<file path="src/rtl/n1_seq_if.sv">
// Signal bundle between the n1 sequencer and its buffers, MAC and result consumer.
// Signal names are from the sequencer's point of view.
interface n1_seq_if #(
    parameter int unsigned N  = 16,
    parameter int unsigned AW = 8
);
    logic          i_start;
    logic [AW:0]   i_len;
    logic [AW-1:0] i_nbin_base;
    logic [AW-1:0] i_sb_base;
    logic [N-1:0]  i_init;
    logic          i_stall;
    logic          o_rd_en;
    logic [AW-1:0] o_nbin_addr;
    logic [AW-1:0] o_sb_addr;
    logic [N-1:0]  i_nbin_data;
    logic [N-1:0]  i_sb_data;
    logic [N-1:0]  o_mac_nbin;
    logic [N-1:0]  o_mac_sb;
    logic [N-1:0]  o_mac_nbout;
    logic [N-1:0]  i_mac_res;
    logic [N-1:0]  o_res;
    logic          o_res_valid;
    logic          i_res_ready;
    logic          o_busy;
    logic          o_done;

    modport master (
        output i_start, i_len, i_nbin_base, i_sb_base, i_init, i_stall,
        output i_nbin_data, i_sb_data, i_mac_res, i_res_ready,
        input  o_rd_en, o_nbin_addr, o_sb_addr, o_mac_nbin, o_mac_sb, o_mac_nbout,
        input  o_res, o_res_valid, o_busy, o_done
    );

    modport slave (
        input  i_start, i_len, i_nbin_base, i_sb_base, i_init, i_stall,
        input  i_nbin_data, i_sb_data, i_mac_res, i_res_ready,
        output o_rd_en, o_nbin_addr, o_sb_addr, o_mac_nbin, o_mac_sb, o_mac_nbout,
        output o_res, o_res_valid, o_busy, o_done
    );
endinterface

</file>
<file path="src/rtl/n1_seq.sv">
// Sequencer for the n1 multiply-accumulate: issues L buffer reads, feeds the external
// MAC with the returned operands and the accumulator, and hands out the final sum.
module n1_seq #(
    parameter int unsigned N  = 16,
    parameter int unsigned AW = 8
) (
    input logic     i_clk,
    input logic     i_rst_n,
    n1_seq_if.slave bus
);
    typedef enum logic [1:0] {StIdle, StIssue, StDrain, StOut} state_e;

    localparam logic [AW:0]   LenOne = (AW + 1)'(1);
    localparam logic [AW-1:0] CntOne = AW'(1);

    state_e        state_q, state_d;
    logic [AW-1:0] count_q, count_d;
    logic [AW-1:0] nbin_base_q, nbin_base_d;
    logic [AW-1:0] sb_base_q, sb_base_d;
    logic [AW:0]   len_q, len_d;
    logic [N-1:0]  acc_q, acc_d;
    logic          data_vld_q;
    logic          done_q, done_d;
    logic          rd_en;
    logic          last_rd;

    always_comb begin
        state_d     = state_q;
        count_d     = count_q;
        nbin_base_d = nbin_base_q;
        sb_base_d   = sb_base_q;
        len_d       = len_q;
        acc_d       = acc_q;
        done_d      = 1'b0;
        rd_en       = 1'b0;
        last_rd     = ({1'b0, count_q} == (len_q - LenOne));

        unique case (state_q)
            StIdle: begin
                if (bus.i_start) begin
                    len_d       = bus.i_len;
                    nbin_base_d = bus.i_nbin_base;
                    sb_base_d   = bus.i_sb_base;
                    count_d     = '0;
                    state_d     = (bus.i_len == '0) ? StDrain : StIssue;
                end
            end
            StIssue: begin
                rd_en = ~bus.i_stall;
                if (rd_en) begin
                    count_d = count_q + CntOne;
                    if (last_rd) state_d = StDrain;
                end
            end
            StDrain: state_d = StOut;
            StOut: begin
                if (bus.i_res_ready) begin
                    state_d = StIdle;
                    done_d  = 1'b1;
                end
            end
            default: state_d = StIdle;
        endcase

        // Bias load wins; data_vld is never set in IDLE anyway.
        if (state_q == StIdle && bus.i_start) begin
            acc_d = bus.i_init;
        end else if (data_vld_q) begin
            acc_d = bus.i_mac_res;
        end
    end

    always_ff @(posedge i_clk) begin
        if (!i_rst_n) begin
            state_q     <= StIdle;
            count_q     <= '0;
            nbin_base_q <= '0;
            sb_base_q   <= '0;
            len_q       <= '0;
            acc_q       <= '0;
            data_vld_q  <= 1'b0;
            done_q      <= 1'b0;
        end else begin
            state_q     <= state_d;
            count_q     <= count_d;
            nbin_base_q <= nbin_base_d;
            sb_base_q   <= sb_base_d;
            len_q       <= len_d;
            acc_q       <= acc_d;
            data_vld_q  <= rd_en;
            done_q      <= done_d;
        end
    end

    assign bus.o_rd_en     = rd_en;
    assign bus.o_nbin_addr = nbin_base_q + count_q;
    assign bus.o_sb_addr   = sb_base_q + count_q;
    assign bus.o_mac_nbin  = bus.i_nbin_data;
    assign bus.o_mac_sb    = bus.i_sb_data;
    assign bus.o_mac_nbout = acc_q;
    assign bus.o_res       = acc_q;
    assign bus.o_res_valid = (state_q == StOut);
    assign bus.o_busy      = (state_q != StIdle);
    assign bus.o_done      = done_q;
endmodule

</file>
<file path="src/flat_wrapper.sv">
// flat-port wrapper written by rule: the top's interface ports become plain ports
module n1_seq_flat 
#(
    parameter int unsigned N  = 16,
    parameter int unsigned AW = 8
)
  (i_clk, i_rst_n, bus_i_start, bus_i_len, bus_i_nbin_base, bus_i_sb_base, bus_i_init, bus_i_stall, bus_i_nbin_data, bus_i_sb_data, bus_i_mac_res, bus_i_res_ready, bus_o_rd_en, bus_o_nbin_addr, bus_o_sb_addr, bus_o_mac_nbin, bus_o_mac_sb, bus_o_mac_nbout, bus_o_res, bus_o_res_valid, bus_o_busy, bus_o_done);
  n1_seq_if #(.N(N), .AW(AW)) bus_i ();
  input logic i_clk;
  input logic i_rst_n;
  input wire logic [$bits(bus_i.i_start)-1:0] bus_i_start;
  input wire logic [$bits(bus_i.i_len)-1:0] bus_i_len;
  input wire logic [$bits(bus_i.i_nbin_base)-1:0] bus_i_nbin_base;
  input wire logic [$bits(bus_i.i_sb_base)-1:0] bus_i_sb_base;
  input wire logic [$bits(bus_i.i_init)-1:0] bus_i_init;
  input wire logic [$bits(bus_i.i_stall)-1:0] bus_i_stall;
  input wire logic [$bits(bus_i.i_nbin_data)-1:0] bus_i_nbin_data;
  input wire logic [$bits(bus_i.i_sb_data)-1:0] bus_i_sb_data;
  input wire logic [$bits(bus_i.i_mac_res)-1:0] bus_i_mac_res;
  input wire logic [$bits(bus_i.i_res_ready)-1:0] bus_i_res_ready;
  output wire logic [$bits(bus_i.o_rd_en)-1:0] bus_o_rd_en;
  output wire logic [$bits(bus_i.o_nbin_addr)-1:0] bus_o_nbin_addr;
  output wire logic [$bits(bus_i.o_sb_addr)-1:0] bus_o_sb_addr;
  output wire logic [$bits(bus_i.o_mac_nbin)-1:0] bus_o_mac_nbin;
  output wire logic [$bits(bus_i.o_mac_sb)-1:0] bus_o_mac_sb;
  output wire logic [$bits(bus_i.o_mac_nbout)-1:0] bus_o_mac_nbout;
  output wire logic [$bits(bus_i.o_res)-1:0] bus_o_res;
  output wire logic [$bits(bus_i.o_res_valid)-1:0] bus_o_res_valid;
  output wire logic [$bits(bus_i.o_busy)-1:0] bus_o_busy;
  output wire logic [$bits(bus_i.o_done)-1:0] bus_o_done;
  assign bus_i.i_start = bus_i_start;
  assign bus_i.i_len = bus_i_len;
  assign bus_i.i_nbin_base = bus_i_nbin_base;
  assign bus_i.i_sb_base = bus_i_sb_base;
  assign bus_i.i_init = bus_i_init;
  assign bus_i.i_stall = bus_i_stall;
  assign bus_i.i_nbin_data = bus_i_nbin_data;
  assign bus_i.i_sb_data = bus_i_sb_data;
  assign bus_i.i_mac_res = bus_i_mac_res;
  assign bus_i.i_res_ready = bus_i_res_ready;
  assign bus_o_rd_en = bus_i.o_rd_en;
  assign bus_o_nbin_addr = bus_i.o_nbin_addr;
  assign bus_o_sb_addr = bus_i.o_sb_addr;
  assign bus_o_mac_nbin = bus_i.o_mac_nbin;
  assign bus_o_mac_sb = bus_i.o_mac_sb;
  assign bus_o_mac_nbout = bus_i.o_mac_nbout;
  assign bus_o_res = bus_i.o_res;
  assign bus_o_res_valid = bus_i.o_res_valid;
  assign bus_o_busy = bus_i.o_busy;
  assign bus_o_done = bus_i.o_done;
  n1_seq #(.N(N), .AW(AW)) u_core (.i_clk(i_clk), .i_rst_n(i_rst_n), .bus(bus_i));
endmodule
</file>
<file path="config.mk">
export PLATFORM = sky130hd
export DESIGN_NAME = n1_seq_flat
export DESIGN_NICKNAME = d
export VERILOG_FILES = /design/src/rtl/n1_seq_if.sv /design/src/rtl/n1_seq.sv /design/src/flat_wrapper.sv
export SDC_FILE = /design/constraint.sdc
export NUM_CORES = 1
export LEC_CHECK = 0
export BUFFER_PORTS_ARGS = -buffer_cell sky130_fd_sc_hd__buf_4
export CORE_MARGIN = 3
export CORE_UTILIZATION = 42
export CTS_CLUSTER_DIAMETER = 100
export DETAILED_ROUTE_END_ITERATION = 12
export PLACE_DENSITY = 0.88
export SYNTH_ARGS = -nofsm -noshare
export SYNTH_HDL_FRONTEND = slang
export SYNTH_SLANG_ARGS = --single-unit
</file>
<file path="constraint.sdc">
create_clock -name i_clk -period 2.5 [get_ports i_clk]
set_input_delay 0.75 -clock i_clk [delete_from_list [all_inputs] [get_ports i_clk]]
set_output_delay 0.75 -clock i_clk [all_outputs]
set_load 0.05 [all_outputs]
</file>
==> results.sh, run 1 <==
export IMPL_gp_congestion=0.846
export IMPL_cap_violations=0
export IMPL_regToRegStartpoint="u_core.state_q[0]"
export IMPL_grt_pass1_vias=3086
export IMPL_avgSynthCellArea_sq_um=8.45
export IMPL_synth_area_top_cells="dfxtp_1, buf_4, nand2_1"
export IMPL_grt_util_met2=0.332
export IMPL_syn_cell_area_sq_um=3470
export IMPL_cts_num_sinks=53
export IMPL_synth_ff_type="dfxtp_1"
export IMPL_leakagePower_nw=2.24
export IMPL_tightest_slew_ns=0.896
export IMPL_rows=32
export IMPL_vias=3046
export IMPL_dieWidth_microns=96.8
export IMPL_fin_util=0.593
export IMPL_crit_required_ns=1.75
export IMPL_clk_pin_slew_ns=0.10
export IMPL_hpwlAfterDp_mm=6.60
export IMPL_max_freq_mhz=340
export IMPL_grt_max_degree=51
export IMPL_synth_seq_cells=53
export IMPL_rr_endpoint="u_core.state_q[1]"
export IMPL_end_kind="output port"
export IMPL_whs_path_depth=2
export IMPL_final_hold_viol_count=0
export IMPL_finalSetupViolations=10
export IMPL_die_height_microns=96.8
export IMPL_synth_most_common_cell="nand2_1"
export IMPL_avgRoutedWirePerCell_microns=15.1
export IMPL_grt_ovfl_total=0
export IMPL_grtUsageMet3=0.0584
export IMPL_critPathKind="register to output port"
export IMPL_htree_num_levels=2
export IMPL_core_area_sq_um=7890
export IMPL_cts_made_buffers=5
export IMPL_final_net_count=606
export IMPL_drc_errors=0
export IMPL_min_from="u_core.sb_base_q[2]"
export IMPL_cp_slowest_stage_delay_ns=0.39
export IMPL_syn_num_nets=527
export IMPL_reg2reg_setup_slack_ns=0.28
export IMPL_critPathArrivalTime_ns=2.19
export IMPL_critPathSlowestCell="o41a_1"
export IMPL_grt_pass1_wl_mm=14.5
export IMPL_drive_above_1_share=0.396
export IMPL_final_cell_area_sq_um=4680
export IMPL_yosysTopAreaCell="dfxtp_1"
export IMPL_rsz0062_at_grt="true"
export IMPL_ant_nets=0
export IMPL_fin_skew_ns=0.00959
export IMPL_finalNonFillerCells=592
export IMPL_grt_use_total=0.183
export IMPL_synth_edff_count=0
export IMPL_yosys_top_cells_count="nand2_1, dfxtp_1, buf_4"
export IMPL_failed_checks="setup timing"
export IMPL_p_per_area_nw_per_um2=712
export IMPL_dp_cells=575
export IMPL_ir_drop_uv=445
export IMPL_multiInputGateArea_sq_um=2210
export IMPL_yosys_warnings=0
export IMPL_finalCritPeriodShare=1.18
export IMPL_crit_path_max_fanout=3
export IMPL_drt_first_pass_iters=4
export IMPL_start_util=0.439
export IMPL_drtIter0Drc=81
export IMPL_yosys_cell_types_count=42
export IMPL_whs_endpoint="u_core.sb_base_q[2]"
export IMPL_regArea_sq_um=1080
export IMPL_period_needed_ns=2.94
export IMPL_synth_top_area_share=0.306
export IMPL_grt_use_met1=0.197
export IMPL_area_growth_pct=35.0
export IMPL_worstPathCellList="ha_4, a21o_1, a21oi_2, nand2b_4, a21boi_4, o41a_1, xnor2_4, buf_6"
export IMPL_cp_start_kind="register"
export IMPL_cts_buffer_depth=2
export IMPL_design_die_area_sq_um=9380
export IMPL_cts_tree="yes"
export IMPL_dpl_worst_slack_ns=-0.263
export IMPL_async_reset_ff_frac=0
export IMPL_ff2ff_path_depth=8
export IMPL_dpl_cell_area_sq_um=4270
export IMPL_run_status="complete, but fails checks"
export IMPL_setup_tns_ns=-2.99
export IMPL_viasPerCell=5.15
export IMPL_antenna_found_initial=0
export IMPL_syn_inst=410
export IMPL_antenna_cells=0
export IMPL_hold_class="register to register"
export IMPL_hold_buffers=0
export IMPL_setup_ws_ns=-0.444
export IMPL_grt_busiest_layer="met2"
export IMPL_ys_seq_area_frac=0.306
export IMPL_wl_mm=8.96
export IMPL_slew_headroom=0.402
export IMPL_cts_root_buf="clkbuf_8"
export IMPL_io_buffer_count=113
export IMPL_fillers=624
export IMPL_clkLatencyLatePin_ns=0.31
export IMPL_timing_final_max_slew_violations=0
export IMPL_ioPinCount=178
[registers in the layout (all words and copies together) (netlist names)]
signal                  count
u_core.bus.o_done           1
u_core.bus.o_mac_nbout     16
u_core.count_q              8
u_core.data_vld_q           1
u_core.len_q                9
u_core.nbin_base_q          8
u_core.sb_base_q            8
u_core.state_q              2
[layout make-up]
cell class                      instances  area share
Sequential cell                        53       0.230
Inverter                               15      0.0120
Timing Repair Buffer                  137       0.238
Tap cell                              102      0.0273
Clock inverter                          2     0.00294
Multi-Input combinational cell        277       0.472
Clock buffer                            6      0.0176
[metal layers]
layer | vias to the layer above | part of all wire
met3 | 38 | 0.076
met5 | - | 0
li1 | 1485 | -
met1 | 1405 | 0.38
met2 | 118 | 0.51
met4 | 0 | 0.034
[power by group]
part | internal [W] | leakage [nW] | switching (W) | total, W
sequential | 0.000966 | 0.439 | 0.000119 | 0.00109
combinational | 0.000640 | 1.75 | 0.00109 | 0.00173
clock | 0.000225 | 0.0512 | 0.000296 | 0.000521
[critical path: cells and delay by family (launching register included)]
| kind | cells | cell delay (ns) |
|---|---|---|
| buf+inv | 1 | 0.17 |
| xor+xnor | 1 | 0.16 |
| compound gates | 4 | 0.78 |
| simple gates | 1 | 0.15 |
| fa+ha+maj | 1 | 0.23 |
| flops | 1 | 0.37 |
[stage by stage]
stage	hold WS [ns]	total power (W)
finish	0.487	0.00333
global route	0.511	0.00354
CTS	0.488	0.00334
detailed placement	0.473	0.00278
global placement	0.460	0.00275
floorplan	0.448	0.00248
[how the worst max path moves through the flow]
stage	startpoint	to
floorplan	u_core.count_q[0]	bus_o_nbin_addr[4]
global placement	u_core.count_q[0]	bus_o_nbin_addr[6]
detailed placement	u_core.count_q[0]	bus_o_nbin_addr[6]
CTS	u_core.count_q[1]	bus_o_nbin_addr[7]
global route	u_core.count_q[0]	bus_o_sb_addr[6]
finish	u_core.nbin_base_q[1]	bus_o_nbin_addr[7]
[layout by cell type (no fill, tap or decap), types with 6 or more instances in the layout]
master	synthesis	layout
a21boi_0	29	25
buf_4	48	119
buf_6	0	16
clkbuf_8	0	6
dfxtp_1	53	47
ha_1	21	16
inv_1	15	12
mux2i_1	19	19
nand2_1	74	73
nor2_1	20	14
o211a_1	16	16
xnor2_1	21	12
xor2_1	11	11
[kinds of logic after synthesis]
kind of cell             after synthesis  share of synthesized area
AND/OR/NAND/NOR                      136                      0.181
buffers and inverters                 80                      0.139
AO/OA/AOI/OAI                         67                      0.151
flip-flops                            53                      0.306
XOR/XNOR                              32                     0.0809
adder cells (fa/ha/maj)               23                     0.0874
multiplexers                          19                     0.0549
[timing repair]
item | CTS | global route
setup buffers | 8 | 7
endpoints found under the setup margin | 11 | 12
resized for setup | 36 | 24
pin swaps | 14 | 17
Power figures use the tool's default switching activity.
==> run 2: changes to the inputs <==
CELL_PAD_IN_SITES_DETAIL_PLACEMENT = 0   (was not set)
CELL_PAD_IN_SITES_GLOBAL_PLACEMENT = 2   (was not set)
CORE_UTILIZATION = 22   (was 42)
PLACE_DENSITY = 0.86   (was 0.88)
==> run 2 against run 1 <==
Against the previous run: the run still ends with setup timing left; worst hold slack lost 0.011 ns; global-route usage down 7.4 points; power up 11%; clock skew is 0.0046 ns lower; first-iteration DRC count fell by 9.9%; register-to-register slack improved by 0.15 ns; critical path depth did not move; flip-flop and latch count unchanged; sequential share of layout area decreased by 0.70 points; wire length up 5.7%; clock-buffer cell count is the same; critical path type unchanged; largest power group unchanged; highest routed layer unchanged.
==> results.sh, run 2 (synthesis results as in run 1) <==
export IMPL_critPathKind="register to output port"
export IMPL_internal_power_w=0.00214
export IMPL_drt_first_pass_iters=4
export IMPL_cts_num_sinks=53
export IMPL_power_w=0.00371
export IMPL_hpwlAfterDp_mm=7.35
export IMPL_ir_drop_uv=506
export IMPL_start_util=0.226
export IMPL_rows=45
export IMPL_critPathArrivalTime_ns=2.15
export IMPL_final_cell_mix="buf_4, nand2_1, dfxtp_1, a21boi_0, mux2i_1"
export IMPL_ff2ff_path_depth=8
export IMPL_setup_tns_ns=-2.09
export IMPL_avgRoutedWirePerCell_microns=13.6
export IMPL_critPathSlowestCell="o41a_1"
export IMPL_htree_num_levels=2
export IMPL_cts_root_buf="clkbuf_16"
export IMPL_crit_path_max_fanout=4
export IMPL_vias=2926
export IMPL_crit_required_ns=1.75
export IMPL_grt_pass1_vias=3112
export IMPL_cts_tree="yes"
export IMPL_cts_made_buffers=5
export IMPL_whs_path_depth=2
export IMPL_period_needed_ns=2.90
export IMPL_critPathTopFamily="compound AO/OA/AOI/OAI gates"
export IMPL_cap_violations=0
export IMPL_design_die_area_sq_um=17300
export IMPL_worstPathCellList="ha_4, a21o_1, a21oi_2, nand2b_4, a21boi_2, o41a_1, xnor2_4, buf_6"
export IMPL_grt_pass1_wl_mm=15.4
export IMPL_ant_nets=0
export IMPL_fillers=1646
export IMPL_comb_power_share=0.466
export IMPL_drc_errors=0
export IMPL_fin_skew_ns=0.00499
export IMPL_slew_headroom=0.375
export IMPL_grt_max_degree=51
export IMPL_drtIter0Drc=73
export IMPL_hold_class="register to register"
export IMPL_setup_ws_ns=-0.397
export IMPL_dieWidth_microns=132
export IMPL_p_switching_w=0.00156
export IMPL_finalSetupViolations=8
export IMPL_leakagePower_nw=2.25
export IMPL_gp_congestion=0.815
export IMPL_final_net_count=603
export IMPL_dpl_cell_area_sq_um=4420
export IMPL_final_cell_area_sq_um=4820
export IMPL_hold_buffers=0
export IMPL_run_status="complete, but fails checks"
export IMPL_drive_above_1_share=0.382
export IMPL_largest_reg_flops=16
export IMPL_ioPinCount=178
export IMPL_tightest_slew_ns=0.936
export IMPL_crit_cells=8
export IMPL_finalCritPeriodShare=1.16
export IMPL_clkLatencyLatePin_ns=0.30
export IMPL_grt_use_total=0.109
export IMPL_final_hold_viol_count=0
export IMPL_clk_pin_slew_ns=0.07
export IMPL_worst_path_buf_inv=1
export IMPL_max_freq_mhz=345
export IMPL_p_sw_frac=0.422
export IMPL_power_frac_clock=0.239
export IMPL_cp_start_kind="register"
export IMPL_cts_buffer_depth=2
export IMPL_failed_checks="setup timing"
export IMPL_io_buffer_count=113
export IMPL_core_area_sq_um=15300
export IMPL_antenna_cells=0
export IMPL_p_per_area_nw_per_um2=770
export IMPL_cp_slowest_stage_delay_ns=0.38
export IMPL_end_kind="output port"
export IMPL_area_growth_pct=39.0
export IMPL_rsz0062_at_grt="true"
export IMPL_final_common_cell="buf_4"
export IMPL_seqPwrFrac=0.295
export IMPL_die_height_microns=132
export IMPL_timing_final_max_slew_violations=0
export IMPL_antenna_found_initial=0
export IMPL_grt_ovfl_total=0
export IMPL_wl_mm=9.47
export IMPL_viasPerCell=4.19
[run 2: final timing paths]
kind / startpoint / to / slack, ns
setup reg to reg: u_core.len_q[0] / u_core.state_q[0] / 0.43
setup / recovery: u_core.count_q[1] / bus_o_nbin_addr[7] / -0.40
hold / removal: u_core.sb_base_q[2] / u_core.sb_base_q[2] / 0.48
hold reg to reg: u_core.sb_base_q[2] / u_core.sb_base_q[2] / 0.48
[run 2: area by class of cell]
class | instances | area, sq um | area share
multi-input cells | 277 | 2170 | 0.451
flip-flops and latches | 53 | 1070 | 0.223
well taps | 211 | 264 | 0.0548
inverters | 15 | 56.3 | 0.0117
clock buffers | 6 | 150 | 0.0312
repair buffers | 134 | 1060 | 0.220
clock inverters | 2 | 38.8 | 0.00805
[run 2: power groups by stage]
stage	clock, W	sequential [W]	combinational [W]
3_5_place_dp	0	0.00111	0.00172
6_report	0.000884	0.00109	0.00173
4_1_cts	0.000920	0.00109	0.00175
2_1_floorplan	0	0.00125	0.00123
5_1_grt	0.000937	0.00111	0.00187
3_3_place_gp	0	0.00111	0.00170
[run 2: through the flow]
stage / util / worst slack (ns) / cells / hold WS, ns
floorplan: - / -0.181 / 410 / 0.448
global placement: 0.289 / -0.212 / 688 / 0.463
detailed placement: 0.289 / -0.225 / 688 / 0.466
CTS: 0.311 / -0.427 / 697 / 0.479
global route: 0.314 / -0.514 / 698 / 0.492
finish: 0.314 / -0.397 / 698 / 0.476
[run 2: worst register-to-register path, cell delays in order (launching register included)]
cell and delay [ns]:
dfxtp_1 0.37, inv_1 0.08, ha_1 0.17, nor3b_2 0.39
nand3_1 0.15, xnor2_1 0.24, nor4_2 0.07, o211ai_1 0.30
mux2i_1 0.24
[run 2: metal layers]
metal	global-route usage	vias to the layer above	part of all wire	routed length (microns)
li1	-	1474	-	-
met1	0.123	1337	0.42	4020
met2	0.190	101	0.48	4520
met3	0.0394	14	0.082	778
met4	0.0368	0	0.015	143
met5	0	-	0	0
[run 2: repair_timing]
action,CTS,global route
hold endpoints to repair,0,0
pin swaps,13,17
gates resized for setup,35,12
endpoints found under the setup margin,11,10
setup buffers,1,1
==> run 3: changes to the inputs <==
SETUP_SLACK_MARGIN = 0.3   (was not set)
SLEW_MARGIN = 10   (was not set)
==> run 3 against run 2 <==
Against the previous run: the flow still finishes with violations (setup timing); first-iteration DRC count is 12% higher; core utilization is 1.1 points higher; global-route usage is 0.34 points higher; power hardly changed; wire length up 2.0%; clock-buffer cell count is the same; non-clock buffer count up 9; via count increased by 2.9%; fmax is 1.1% higher; combinational power increased by 5%; largest power group unchanged.
==> results.sh, run 3 (synthesis results as in run 1) <==
export IMPL_io_buffer_count=113
export IMPL_slew_headroom=0.625
export IMPL_dieWidth_microns=132
export IMPL_cp_start_kind="register"
export IMPL_fin_skew_ns=0.00375
export IMPL_hpwlAfterDp_mm=7.50
export IMPL_multiInputGateArea_sq_um=2250
export IMPL_htree_num_levels=2
export IMPL_ir_drop_uv=408
export IMPL_ioPinCount=178
export IMPL_max_freq_mhz=349
export IMPL_hold_class="register to register"
export IMPL_grt_ovfl_total=0
export IMPL_start_util=0.226
export IMPL_setup_ws_ns=-0.366
export IMPL_cts_root_buf="clkbuf_16"
export IMPL_p_sw_frac=0.424
export IMPL_failed_checks="setup timing"
export IMPL_drc_errors=0
export IMPL_fillers=1622
export IMPL_rsz0062_at_grt="true"
export IMPL_finalCritPeriodShare=1.15
export IMPL_drtIter0Drc=82
export IMPL_antenna_found_initial=0
export IMPL_final_net_count=612
export IMPL_viasPerCell=4.26
export IMPL_period_needed_ns=2.87
export IMPL_hold_buffers=0
export IMPL_clk_pin_slew_ns=0.07
export IMPL_wl_mm=9.66
export IMPL_critPathArrivalTime_ns=2.12
export IMPL_final_cell_mix="buf_4, nand2_1, dfxtp_1, a21boi_0, mux2i_1"
export IMPL_ant_nets=0
export IMPL_grt_max_degree=42
export IMPL_antenna_cells=0
export IMPL_p_per_area_nw_per_um2=745
export IMPL_crit_required_ns=1.75
export IMPL_finalNonFillerCells=707
export IMPL_grt_pass1_wl_mm=16.2
export IMPL_grt_pass1_vias=3305
export IMPL_worstPathCellList="ha_4, a21o_1, a21oi_2, nand2b_4, a21boi_4, o41a_1, xnor2_4, buf_6"
export IMPL_vias=3012
export IMPL_critPathSlowestCell="dfxtp_4"
export IMPL_internal_power_w=0.00213
export IMPL_final_hold_viol_count=0
export IMPL_largest_reg_flops=16
export IMPL_dp_cells=693
export IMPL_finalSetupViolations=9
export IMPL_timing_final_max_slew_violations=0
export IMPL_cts_buffer_depth=2
export IMPL_design_die_area_sq_um=17300
export IMPL_comb_power_share=0.487
export IMPL_seqPwrFrac=0.292
export IMPL_run_status="complete, but fails checks"
export IMPL_crit_path_max_fanout=4
export IMPL_critPathKind="register to output port"
export IMPL_p_switching_w=0.00157
export IMPL_whs_ns=0.473
export IMPL_core_area_sq_um=15300
export IMPL_final_common_cell="buf_4"
export IMPL_tightest_slew_ns=0.557
export IMPL_power_frac_clock=0.221
export IMPL_drive_above_1_share=0.409
export IMPL_cp_slowest_stage_delay_ns=0.39
export IMPL_cts_num_sinks=53
export IMPL_die_height_microns=132
export IMPL_rows=45
export IMPL_drt_first_pass_iters=4
export IMPL_cts_tree="yes"
export IMPL_clkLatencyLatePin_ns=0.30
export IMPL_end_kind="output port"
export IMPL_cap_violations=0
export IMPL_grt_use_total=0.112
export IMPL_area_growth_pct=43.6
export IMPL_avgRoutedWirePerCell_microns=13.7
export IMPL_gp_congestion=0.811
export IMPL_leakagePower_nw=2.31
export IMPL_cts_made_buffers=5
export IMPL_regArea_sq_um=1080
==> run 3: changes by cell type in the layout (fill, tap and decap cells not counted), moves of 2 or more <==
cell	delta
inv_2	+2
buf_4	+3
dfxtp_1	-3
xnor2_4	+3
buf_6	+2
nor3b_2	-2
dfxtp_2	+3
buf_8	+4
xnor2_2	-2
inv_1	-2
==> run 3: timing repair <==
item,in CTS,in global routing
setup buffers,3,3
resized for setup,39,12
pin swaps,15,6
endpoints found under the setup margin,15,18
hold endpoints to repair,0,0
==> run 3: cell type report <==
| cell class | count | area share |
|---|---|---|
| Timing Repair Buffer | 143 | 0.234 |
| Tap cell | 211 | 0.0530 |
| Multi-Input combinational cell | 277 | 0.451 |
| Inverter | 15 | 0.0113 |
| Clock inverter | 2 | 0.00779 |
| Clock buffer | 6 | 0.0259 |
| Sequential cell | 53 | 0.216 |
==> run 3: critical path, delay by kind of cell, from the launching register on <==
family	cells	cell delay [ns]
AO/OA/AOI/OAI	4	0.75
flip-flops	1	0.39
buffers and inverters	1	0.17
AND/OR/NAND/NOR	1	0.15
XOR/XNOR	1	0.16
adder cells (fa/ha/maj)	1	0.20
==> run 3: power groups by stage <==
stage | clock network (W) | registers [W] | logic (W)
floorplan | 0 | 0.00125 | 0.00125
global placement | 0 | 0.00109 | 0.00173
detailed placement | 0 | 0.00109 | 0.00175
CTS | 0.000860 | 0.00108 | 0.00181
global route | 0.000887 | 0.00110 | 0.00196
finish | 0.000819 | 0.00108 | 0.00181
==> run 3: path summary, 6_finish.rpt <==
kind,to,slack [ns],startpoint,cells past startpoint
setup / recovery,bus_o_nbin_addr[7],-0.37,u_core.count_q[1],8
hold / removal,u_core.nbin_base_q[2],0.47,u_core.nbin_base_q[2],2
setup reg to reg,u_core.state_q[1],0.50,u_core.len_q[0],8
hold reg to reg,u_core.nbin_base_q[2],0.47,u_core.nbin_base_q[2],2
==> run 3: routing by layer <==
metal | share of wire | global-route usage | vias up
met5 | 0 | 0 | -
met4 | 0.016 | 0.0350 | 0
met2 | 0.50 | 0.205 | 99
met1 | 0.40 | 0.123 | 1391
met3 | 0.078 | 0.0368 | 20
li1 | - | - | 1502
==> run 3: stage by stage <==
step / utilization / setup slack (ns) / setup TNS, ns / area (sq um) / power, W
final: 0.325 / -0.366 / -2.22 / 4980 / 0.00371
after global routing: 0.325 / -0.477 / -3.12 / 4980 / 0.00394
after CTS: 0.320 / -0.381 / -2.17 / 4900 / 0.00375
after detailed placement: 0.298 / -0.168 / -0.566 / 4560 / 0.00285
after global placement: 0.298 / -0.150 / -0.459 / 4560 / 0.00282
after floorplan: - / -0.0946 / -0.325 / 3680 / 0.00251
